## config.mk

```make
export PLATFORM = sky130hd
export DESIGN_NAME = uart_rx_fifo_flat
export DESIGN_NICKNAME = d
export VERILOG_FILES = /design/src/rtl/uart_rx_fifo_if.sv /design/src/rtl/uart_rx_fifo.sv /design/src/flat_wrapper.sv
export SDC_FILE = /design/constraint.sdc
export NUM_CORES = 1
export LEC_CHECK = 0
export ABC_AREA = 1
export BUFFER_PORTS_ARGS = -buffer_cell sky130_fd_sc_hd__buf_2
export CAP_MARGIN = 20
export CORE_ASPECT_RATIO = 2
export CORE_MARGIN = 5
export CORE_UTILIZATION = 50
export CTS_CLUSTER_SIZE = 24
export DETAILED_ROUTE_END_ITERATION = 16
export GPL_ROUTABILITY_DRIVEN = 0
export GPL_TIMING_DRIVEN = 1
export PLACE_DENSITY = 0.67
export SYNTH_ARGS = -nofsm -noshare
export SYNTH_HDL_FRONTEND = slang
export SYNTH_SLANG_ARGS = --single-unit
```

## constraint.sdc

```tcl
create_clock -name clk -period 2.7 [get_ports clk]
set_clock_uncertainty 0.2 [all_clocks]
set_input_delay 0.135 -clock clk [delete_from_list [all_inputs] [get_ports clk]]
set_output_delay 0.135 -clock clk [all_outputs]
set_load 0.02 [all_outputs]
```

## src/rtl/uart_rx_fifo_if.sv

```systemverilog
// Handshake bundle between the UART receiver/host side and the RX FIFO.
// The master drives the receiver word and the host read/clear strobes; the slave drives status and read data.
interface uart_rx_fifo_if #(
  parameter int ADDR_W = 4
);
  logic              rx_busy;
  logic [7:0]        uart_rx_data;
  logic              rd_en;
  logic              ovf_clr;
  logic [7:0]        rd_data;
  logic              rd_valid;
  logic              empty;
  logic              full;
  logic [ADDR_W:0]   count;
  logic              overflow;

  modport master (
    output rx_busy, uart_rx_data, rd_en, ovf_clr,
    input  rd_data, rd_valid, empty, full, count, overflow
  );

  modport slave (
    input  rx_busy, uart_rx_data, rd_en, ovf_clr,
    output rd_data, rd_valid, empty, full, count, overflow
  );
endinterface

```

## src/rtl/uart_rx_fifo.sv

```systemverilog
// Captures each byte completed by the UART receiver (falling edge of rx_busy)
// into a circular FIFO and serves it to the host through a registered read port.
module uart_rx_fifo #(
  parameter int ADDR_W = 4,
  parameter int DEPTH  = 16
) (
  input  logic           clk,
  input  logic           rst,
  uart_rx_fifo_if.slave  bus
);
  localparam logic [ADDR_W:0] FULL_CNT = DEPTH[ADDR_W:0];

  logic [7:0]        mem [DEPTH];
  logic [ADDR_W-1:0] wr_ptr, rd_ptr;
  logic [ADDR_W:0]   count_r;
  logic [7:0]        rd_data_r;
  logic              rd_valid_r, ovf_r, busy_d;
  logic              empty_w, full_w, byte_done, pop, push, drop;

  assign empty_w   = (count_r == '0);
  assign full_w    = (count_r == FULL_CNT);
  assign byte_done = busy_d & ~bus.rx_busy;
  assign pop       = bus.rd_en & ~empty_w;
  // A pop in the same cycle frees the slot the incoming byte needs.
  assign push      = byte_done & (~full_w | pop);
  assign drop      = byte_done & full_w & ~pop;

  always_ff @(posedge clk or negedge rst) begin
    if (!rst) begin
      busy_d     <= 1'b0;
      wr_ptr     <= '0;
      rd_ptr     <= '0;
      count_r    <= '0;
      rd_data_r  <= 8'h00;
      rd_valid_r <= 1'b0;
      ovf_r      <= 1'b0;
    end else begin
      busy_d     <= bus.rx_busy;
      rd_valid_r <= pop;
      if (push) wr_ptr <= wr_ptr + 1'b1;
      if (pop) begin
        rd_ptr    <= rd_ptr + 1'b1;
        rd_data_r <= mem[rd_ptr];
      end
      case ({push, pop})
        2'b10:   count_r <= count_r + 1'b1;
        2'b01:   count_r <= count_r - 1'b1;
        default: count_r <= count_r;
      endcase
      // A dropped byte outranks a clear arriving in the same cycle.
      if (drop)             ovf_r <= 1'b1;
      else if (bus.ovf_clr) ovf_r <= 1'b0;
    end
  end

  always_ff @(posedge clk) begin
    if (push) mem[wr_ptr] <= bus.uart_rx_data;
  end

  assign bus.rd_data  = rd_data_r;
  assign bus.rd_valid = rd_valid_r;
  assign bus.empty    = empty_w;
  assign bus.full     = full_w;
  assign bus.count    = count_r;
  assign bus.overflow = ovf_r;
endmodule

```

## src/flat_wrapper.sv

```systemverilog
// flat-port wrapper written by rule: the top's interface ports become plain ports
module uart_rx_fifo_flat 
#(
  parameter int ADDR_W = 4,
  parameter int DEPTH  = 16
)
  (clk, rst, bus_rx_busy, bus_uart_rx_data, bus_rd_en, bus_ovf_clr, bus_rd_data, bus_rd_valid, bus_empty, bus_full, bus_count, bus_overflow);
  uart_rx_fifo_if #(.ADDR_W(ADDR_W)) bus_i ();
  input  logic clk;
  input  logic rst;
  input wire logic [$bits(bus_i.rx_busy)-1:0] bus_rx_busy;
  input wire logic [$bits(bus_i.uart_rx_data)-1:0] bus_uart_rx_data;
  input wire logic [$bits(bus_i.rd_en)-1:0] bus_rd_en;
  input wire logic [$bits(bus_i.ovf_clr)-1:0] bus_ovf_clr;
  output wire logic [$bits(bus_i.rd_data)-1:0] bus_rd_data;
  output wire logic [$bits(bus_i.rd_valid)-1:0] bus_rd_valid;
  output wire logic [$bits(bus_i.empty)-1:0] bus_empty;
  output wire logic [$bits(bus_i.full)-1:0] bus_full;
  output wire logic [$bits(bus_i.count)-1:0] bus_count;
  output wire logic [$bits(bus_i.overflow)-1:0] bus_overflow;
  assign bus_i.rx_busy = bus_rx_busy;
  assign bus_i.uart_rx_data = bus_uart_rx_data;
  assign bus_i.rd_en = bus_rd_en;
  assign bus_i.ovf_clr = bus_ovf_clr;
  assign bus_rd_data = bus_i.rd_data;
  assign bus_rd_valid = bus_i.rd_valid;
  assign bus_empty = bus_i.empty;
  assign bus_full = bus_i.full;
  assign bus_count = bus_i.count;
  assign bus_overflow = bus_i.overflow;
  uart_rx_fifo #(.ADDR_W(ADDR_W), .DEPTH(DEPTH)) u_core (.clk(clk), .rst(rst), .bus(bus_i));
endmodule
```

==> flow_metrics.env, run 1 <==
export IMPL_fin_ws_ps=310.6
export IMPL_rows=60
export IMPL_dp_slack_ps=317.9
export IMPL_peakVddDrop_uv=648.5
export IMPL_status="complete, no violations"
export IMPL_cp_max_fo=5
export IMPL_grt_setup_unrepaired="false"
export IMPL_htree_num_levels=4
export IMPL_ant_nets=0
export IMPL_fp_dieW_um=92.02
export IMPL_drt_iter0_drc=377
export IMPL_root_buffer="clkbuf_16"
export IMPL_ys_types=28
export IMPL_clk_latency_ps=420
export IMPL_cp_end_kind="flop"
export IMPL_area_growth_pct=13.35
export IMPL_path_buf_inv=3
export IMPL_drc=0
export IMPL_fp_dieArea_um2=16020
export IMPL_synthArstFlopShare_pct=15.79
export IMPL_num_vias=4490
export IMPL_antenna_found_initial=0
export IMPL_numCtsBuffers=17
export IMPL_synthTopCellsByArea="edfxtp_1 (57%), nand2_1 (13%), dfrtp_1 (8.9%), nand3_1 (6.4%), inv_1 (4.8%)"
export IMPL_hold_class="primary input to asynchronous set/reset pin"
export IMPL_tns_ps=0
export IMPL_drv_slew=0
export IMPL_io_pins=30
export IMPL_fin_cells=854
export IMPL_first_global_vias=4595
export IMPL_initial_core_util_pct=50.35
export IMPL_crit_required_ps=2810
export IMPL_cpPeakStageDelay_ps=440
export IMPL_cap_violations=0
export IMPL_cts_sinks=152
export IMPL_finalHoldViolCount=0
export IMPL_synth_most_common_cell="nand2_1"
export IMPL_slew_headroom_pct=45.55
export IMPL_cpMaxStageDelayCell="dfrtp_1"
export IMPL_arrival_ps=2500
export IMPL_yosys_warnings=0
export IMPL_synthCells=641
export IMPL_critPathKind="flop to flop"
export IMPL_synth_fp_nets=663
export IMPL_nNetsFinal=709
export IMPL_min_period_over_period_pct=88.49
export IMPL_syn_area_per_cell_um2=10.50
export IMPL_finalCriticalPeriod_ps=2389
export IMPL_grt_pass1_wl_mm=23.16
export IMPL_synth_edf_count=128
export IMPL_diodes=0
export IMPL_ys_ff_latch=152
export IMPL_setup_viol=0
export IMPL_leakage_nw=3.343
export IMPL_grt_use_total_pct=19.32
export IMPL_startpoint_type="flop"
export IMPL_drive_above_1_share_pct=11.73
export IMPL_yosysTopAreaCell="edfxtp_1"
export IMPL_postCtsSetupBuffers=0
export IMPL_gr_total_overflow=0
export IMPL_grt_max_degree=75
export IMPL_cp_cell_sequence="nor2_1 > nand3_2 > nand3_1 > inv_1 > fa_1 > nand2_1 > nand2_1 > a21oi_1 > inv_1 > nand2_1 > nand3_1 > nand2_1 > inv_1"
export IMPL_cpLargestDelayFamily="simple AND/OR/NAND/NOR gates"
export IMPL_ys_seq_area_share_pct=66.06
export IMPL_hpwl_mm=10.00
export IMPL_core_um2=13360
export IMPL_dieHeight_um=174.0
export IMPL_syn_area_um2=6728
export IMPL_port_buffers=29
export IMPL_fmax_ghz=0.4185
export IMPL_first_pass_iters=5
export IMPL_power_density_nw_per_um2=1027
export IMPL_synth_top_area_share_pct=57.13
export IMPL_wl_per_cell_um=17.29
export IMPL_viasPerCell=5.258
export IMPL_whs_ps=48.67
export IMPL_cts_buffer_depth=2
export IMPL_placed_cells=810
export IMPL_synth_common_cells="nand2_1 (225), edfxtp_1 (128), inv_1 (86), nand3_1 (86), dfrtp_1 (24)"
export IMPL_clkTransAtPathRegs_ps=60
export IMPL_crit_top_cell="nand2_1"
export IMPL_worst_pin_slew_ps=813.8
export IMPL_yosys_most_used_dff="edfxtp_1"
export IMPL_wl_mm=14.76
export IMPL_cts_tree="yes"
[through the flow]
stage / power [mW] / utilization, % / cell area (um^2)
final: 7.834 / 57.07 / 7626
after global routing: 8.278 / 57.07 / 7626
after CTS: 7.861 / 57.07 / 7626
after detailed placement: 5.615 / 51.89 / 6934
after global placement: 5.559 / 51.89 / 6934
after floorplan: 5.020 / - / 6728
[cell type report]
class                   count  area [um^2]
fillers                  1124         5737
flip-flops and latches    152         4446
multi-input cells         369         1710
clock buffers              19        432.9
repair buffers             54        365.4
inverters                  93        349.1
well taps                 155        193.9
clock inverters            12        128.9
[sequential cells by signal (all words and copies together), names as in the netlist]
| signal | count |
|---|---|
| u_core.bus.count | 5 |
| u_core.bus.overflow | 1 |
| u_core.bus.rd_data | 8 |
| u_core.bus.rd_valid | 1 |
| u_core.busy_d | 1 |
| u_core.mem | 128 |
| u_core.rd_ptr | 4 |
| u_core.wr_ptr | 4 |
[where the power goes]
group | leakage, nW | switching, mW | internal, mW
registers | 1.44 | 0.173 | 2.81
clock network | 0.261 | 0.888 | 1.35
logic | 1.64 | 1.81 | 0.809
[final timing paths]
path	from	end	slack, ps	cells after the start
hold reg to reg	u_core.bus.rd_data[5]$_DFFE_PN0P_	u_core.bus.rd_data[5]$_DFFE_PN0P_	280	2
max in group asynchronous	rst	u_core.rd_ptr[0]$_DFFE_PN0P_	1830	2
min in group clk	bus_rx_busy	u_core.busy_d$_DFF_PN0_	200	2
setup reg to reg	u_core.bus.count[1]$_DFFE_PN0P_	u_core.bus.count[4]$_DFFE_PN0P_	310	13
hold / removal	rst	u_core.wr_ptr[0]$_DFFE_PN0P_	50	2
setup / recovery	u_core.bus.count[1]$_DFFE_PN0P_	u_core.bus.count[4]$_DFFE_PN0P_	310	13
[what timing repair did]
item,4_1_cts,5_1_grt
hold buffers,13,0
endpoints found under the hold margin,154,0
resized for setup,0,0
[worst register-to-register path, stage by stage (launching register included)]
cell	delay (ps)
dfrtp_1	440
nor2_1	240
nand3_2	140
nand3_1	140
inv_1	110
fa_1	410
nand2_1	80
nand2_1	50
a21oi_1	170
inv_1	60
nand2_1	80
nand3_1	70
nand2_1	70
inv_1	40
[cell usage in the layout, fill, tap and decap left out, types with 12 or more instances in the layout]
master and count:
nand3_1 86, dlygate4sd3_1 13, nand2_1 225, buf_2 29, edfxtp_1 128, clkbuf_16 17, buf_4 12, inv_1 86
dfrtp_1 23, nor2_1 18
[metal layers]
| metal | GRT usage (%) | up-vias | part of all wire, % |
|---|---|---|---|
| met3 | 4.331 | 47 | 4.4 |
| met4 | 11.48 | 0 | 5.2 |
| met5 | 0 | - | 0 |
| li1 | - | 2159 | - |
| met2 | 34.49 | 147 | 53 |
| met1 | 20.35 | 2137 | 37 |
[kinds of logic (layout without fill, tap and decap cells)]
kind of cell | Yosys count | in the layout | share of synthesized area, %
xor+xnor | 9 | 9 | 1.283
flops | 152 | 152 | 66.06
fa+ha+maj | 9 | 9 | 1.785
simple gates | 335 | 335 | 20.70
buf+inv | 120 | 178 | 8.518
compound gates | 16 | 16 | 1.655
Note: power is estimated with default switching activity, not from simulation.
==> run 2: changes to the inputs <==
CORE_UTILIZATION = 49   (was 50)
PLACE_DENSITY = 0.66   (was 0.67)
RECOVER_POWER = 25   (was default)
==> flow_metrics.env, run 2 (synthesis gave the netlist of run 1 again) <==
export IMPL_gr_total_overflow=0
export IMPL_nFillCells=1112
export IMPL_post_route_util_pct=56.63
export IMPL_status="complete, no violations"
export IMPL_clk_latency_ps=420
export IMPL_placed_cells=806
export IMPL_path_buf_inv=3
export IMPL_fp_dieArea_um2=16320
export IMPL_drive_above_1_share_pct=10.78
export IMPL_rows=60
export IMPL_antenna_found_initial=0
export IMPL_initial_core_util_pct=50.07
export IMPL_final_common_cell="nand2_1"
export IMPL_htree_num_levels=4
export IMPL_wl_mm=15.87
export IMPL_top_register="u_core.mem"
export IMPL_first_global_vias=4707
export IMPL_hold_class="primary input to flop"
export IMPL_cp_cell_sequence="nor2_2 > nand3_2 > nand3_1 > inv_1 > fa_1 > nand2_1 > nand2_1 > a21oi_1 > inv_1 > nand2_1 > nand3_1 > nand2_1 > inv_1"
export IMPL_fin_ws_ps=312.6
export IMPL_wl_per_cell_um=18.65
export IMPL_dieHeight_um=175.7
export IMPL_grt_pass1_wl_mm=24.91
export IMPL_power_density_nw_per_um2=1043
export IMPL_layout_common_cells="nand2_1 (225), edfxtp_1 (128), inv_1 (86), nand3_1 (86), dfrtp_1 (23)"
export IMPL_crit_required_ps=2810
export IMPL_critPathKind="flop to flop"
export IMPL_place_area_um2=6917
export IMPL_startpoint_type="flop"
export IMPL_finalCriticalPeriod_ps=2387
export IMPL_io_pins=30
export IMPL_core_um2=13440
export IMPL_finalHoldViolCount=0
export IMPL_first_pass_iters=5
export IMPL_port_buffers=29
export IMPL_slew_headroom_pct=5.596
export IMPL_whs_ps=210.8
export IMPL_hpwl_mm=10.93
export IMPL_dp_slack_ps=326.8
export IMPL_num_vias=4485
export IMPL_cts_resized=0
export IMPL_power_total_mw=7.934
export IMPL_cap_violations=0
export IMPL_largest_reg_flops=128
export IMPL_drv_slew=0
export IMPL_cts_sinks=152
export IMPL_min_period_over_period_pct=88.42
export IMPL_cts_tree="yes"
export IMPL_viasPerCell=5.270
export IMPL_clkTransAtPathRegs_ps=60
export IMPL_arrival_ps=2500
export IMPL_cpMaxStageDelayCell="dfrtp_1"
export IMPL_fp_dieW_um=92.86
export IMPL_ant_nets=0
export IMPL_grt_setup_unrepaired="false"
export IMPL_peakVddDrop_uv=551.5
export IMPL_tns_ps=0
export IMPL_worst_pin_slew_ps=1416
export IMPL_cts_buffer_depth=2
export IMPL_drc=0
export IMPL_drt_iter0_drc=327
export IMPL_fmax_ghz=0.4189
export IMPL_setup_viol=0
export IMPL_postCtsSetupBuffers=0
export IMPL_crit_top_cell="nand2_1"
export IMPL_fin_cells=851
export IMPL_leakage_nw=3.324
export IMPL_area_growth_pct=13.11
export IMPL_grt_use_total_pct=20.78
export IMPL_diodes=0
export IMPL_numCtsBuffers=17
export IMPL_cpLargestDelayFamily="simple AND/OR/NAND/NOR gates"
export IMPL_cpPeakStageDelay_ps=450
export IMPL_nNetsFinal=705
export IMPL_root_buffer="clkbuf_16"
export IMPL_grt_max_degree=75
export IMPL_stdcell_area_um2=7610
export IMPL_cts_hold_repair_buffers=13
export IMPL_cp_end_kind="flop"
export IMPL_cp_max_fo=5
-- run 2: layer usage --
| layer | GRT usage [%] | up-vias | routed length (um) |
|---|---|---|---|
| met4 | 10.76 | 0 | 656 |
| met5 | 0 | - | 0 |
| met3 | 3.129 | 40 | 484 |
| met1 | 20.98 | 2141 | 5543 |
| li1 | - | 2157 | - |
| met2 | 39.84 | 147 | 9190 |
-- run 2: power breakdown --
group	switching [mW]	internal [mW]	leakage, nW
sequential	0.160	2.81	1.44
combinational	1.90	0.801	1.61
clock	0.976	1.29	0.276
total	3.03	4.90	3.32
-- run 2: path summary, 6_finish.rpt --
| kind | start | end | slack (ps) | cells past startpoint |
|---|---|---|---|---|
| min in group asynchronous | rst | u_core.busy_d$_DFF_PN0_ | 370 | 2 |
| setup reg to reg | u_core.bus.count[0]$_DFFE_PN0P_ | u_core.bus.count[4]$_DFFE_PN0P_ | 310 | 13 |
| max in group asynchronous | rst | u_core.rd_ptr[0]$_DFFE_PN0P_ | 990 | 2 |
| hold reg to reg | u_core.bus.rd_data[3]$_DFFE_PN0P_ | u_core.bus.rd_data[3]$_DFFE_PN0P_ | 280 | 2 |
| hold / removal | bus_rx_busy | u_core.busy_d$_DFF_PN0_ | 210 | 2 |
| setup / recovery | u_core.bus.count[0]$_DFFE_PN0P_ | u_core.bus.count[4]$_DFFE_PN0P_ | 310 | 13 |
-- run 2: layout make-up --
class | count | area, um^2 | share of cell area [%]
tap | 155 | 193.9 | 2.549
clock buffer | 18 | 429.2 | 5.640
multi-input combinational | 369 | 1710 | 22.48
sequential | 152 | 4446 | 58.42
timing repair buffer | 50 | 339.1 | 4.456
inverter | 93 | 349.1 | 4.587
clock inverter | 14 | 142.6 | 1.874
==> run 3: changes to the inputs <==
PLACE_DENSITY = 0.71   (was 0.66)
==> flow_metrics.env, run 3 (synthesis gave the netlist of run 1 again) <==
export IMPL_status="complete, no violations"
export IMPL_first_pass_iters=5
export IMPL_area_growth_pct=12.72
export IMPL_fp_dieW_um=92.86
export IMPL_htree_num_levels=4
export IMPL_io_pins=30
export IMPL_final_common_cell="nand2_1"
export IMPL_hold_class="primary input to flop"
export IMPL_worst_pin_slew_ps=1401
export IMPL_peakVddDrop_uv=630.8
export IMPL_drc=0
export IMPL_power_total_mw=7.874
export IMPL_startpoint_type="flop"
export IMPL_rr_endpoint="u_core.bus.count[4]$_DFFE_PN0P_"
export IMPL_first_global_vias=4477
export IMPL_drive_above_1_share_pct=10.82
export IMPL_diodes=0
export IMPL_drv_slew=0
export IMPL_power_density_nw_per_um2=1038
export IMPL_crit_required_ps=2820
export IMPL_crit_cells=13
export IMPL_layout_common_cells="nand2_1 (225), edfxtp_1 (128), inv_1 (86), nand3_1 (86)"
export IMPL_dp_slack_ps=321.1
export IMPL_clk_latency_ps=420
export IMPL_cpLargestDelayFamily="simple AND/OR/NAND/NOR gates"
export IMPL_grt_max_degree=75
export IMPL_wl_mm=14.94
export IMPL_setup_viol=0
export IMPL_grt_setup_unrepaired="false"
export IMPL_seq_area_um2=4446
export IMPL_cts_buffer_depth=2
export IMPL_multi_input_area_um2=1710
export IMPL_core_um2=13440
export IMPL_root_buffer="clkbuf_16"
export IMPL_clkTransAtPathRegs_ps=60
export IMPL_hold_depth=2
export IMPL_min_period_over_period_pct=88.05
export IMPL_tns_ps=0
export IMPL_ant_nets=0
export IMPL_cpPeakStageDelay_ps=440
export IMPL_fin_ws_ps=322.6
export IMPL_whs_ps=208.5
export IMPL_cts_sinks=152
export IMPL_cp_max_fo=5
export IMPL_hpwl_mm=10.05
export IMPL_finalHoldViolCount=0
export IMPL_fmax_ghz=0.4206
export IMPL_path_buf_inv=3
export IMPL_num_vias=4550
export IMPL_top_register="u_core.mem"
export IMPL_cpMaxStageDelayCell="dfrtp_1"
export IMPL_cap_violations=0
export IMPL_worstReg2RegStart="u_core.bus.count[1]$_DFFE_PN0P_"
export IMPL_rows=60
export IMPL_finalCriticalPeriod_ps=2377
export IMPL_cts_tree="yes"
export IMPL_nFillCells=1107
export IMPL_cp_cell_sequence="nor2_1 > nand3_2 > nand3_1 > inv_1 > fa_1 > nand2_1 > nand2_1 > a21oi_1 > inv_1 > nand2_1 > nand3_1 > nand2_1 > inv_1"
export IMPL_grt_use_total_pct=19.45
export IMPL_r2r_slack_ps=320
export IMPL_critPathKind="flop to flop"
export IMPL_holdPathEnd="u_core.busy_d$_DFF_PN0_"
export IMPL_wl_per_cell_um=17.62
export IMPL_slew_headroom_pct=6.609
export IMPL_gr_total_overflow=0
export IMPL_crit_top_cell="nand2_1"
export IMPL_arrival_ps=2500
export IMPL_numCtsBuffers=17
export IMPL_port_buffers=29
export IMPL_fp_dieArea_um2=16320
export IMPL_nNetsFinal=703
export IMPL_drt_iter0_drc=445
export IMPL_leakage_nw=3.309
export IMPL_antenna_found_initial=0
export IMPL_min_from="bus_rx_busy"
export IMPL_largest_reg_flops=128
export IMPL_cp_end_kind="flop"
export IMPL_initial_core_util_pct=50.07
export IMPL_viasPerCell=5.366
export IMPL_dieHeight_um=175.7
export IMPL_grt_pass1_wl_mm=23.32
export IMPL_worst_r2r_cell_count=13
## run 3: cell type report
class                      instances  share of cell area (%)
multi-input combinational        369                   22.55
clock inverter                    14                   1.963
timing repair buffer              48                   4.092
inverter                          93                   4.603
sequential                       152                   58.62
tap                              155                   2.557
clock buffer                      17                   5.610
## run 3: how the worst max path moves through the flow
stage / end / slack (ps) / from
after floorplan: u_core.bus.count[4]$_DFFE_PN0P_ / 460 / u_core.bus.count[1]$_DFFE_PN0P_
after global placement: u_core.bus.count[4]$_DFFE_PN0P_ / 410 / u_core.bus.count[0]$_DFFE_PN0P_
after detailed placement: u_core.bus.count[4]$_DFFE_PN0P_ / 320 / u_core.bus.count[1]$_DFFE_PN0P_
after CTS: u_core.bus.count[4]$_DFFE_PN0P_ / 310 / u_core.bus.count[1]$_DFFE_PN0P_
after global routing: u_core.bus.count[4]$_DFFE_PN0P_ / 90 / u_core.bus.count[1]$_DFFE_PN0P_
final: u_core.bus.count[4]$_DFFE_PN0P_ / 320 / u_core.bus.count[1]$_DFFE_PN0P_
## run 3: per-stage QoR
stage          area [um^2]  util, %  cells
3_3_place_gp          6897    51.32    805
6_report              7584    56.43    848
5_1_grt               7584    56.43    848
4_1_cts               7591    56.49    848
2_1_floorplan         6728        -    641
3_5_place_dp          6897    51.32    805
## run 3: per-layer routing
metal | wire length, um | track usage (%) | vias up
met5 | 0 | 0 | -
met4 | 934 | 11.50 | 0
met3 | 803 | 3.815 | 67
met2 | 8074 | 35.69 | 196
met1 | 5129 | 19.91 | 2139
li1 | - | - | 2148
## run 3: report_power, final
group / leakage [nW] / internal (mW) / switching [mW]
Combinational: 1.59 / 0.781 / 1.83
Sequential: 1.44 / 2.81 / 0.172
Clock: 0.272 / 1.36 / 0.924
Total: 3.31 / 4.95 / 2.93
## run 3: what timing repair did
action	CTS	global route
endpoints found under the hold margin	140	0
hold buffers	12	0
resized for setup	0	0
buffers inserted	0	0
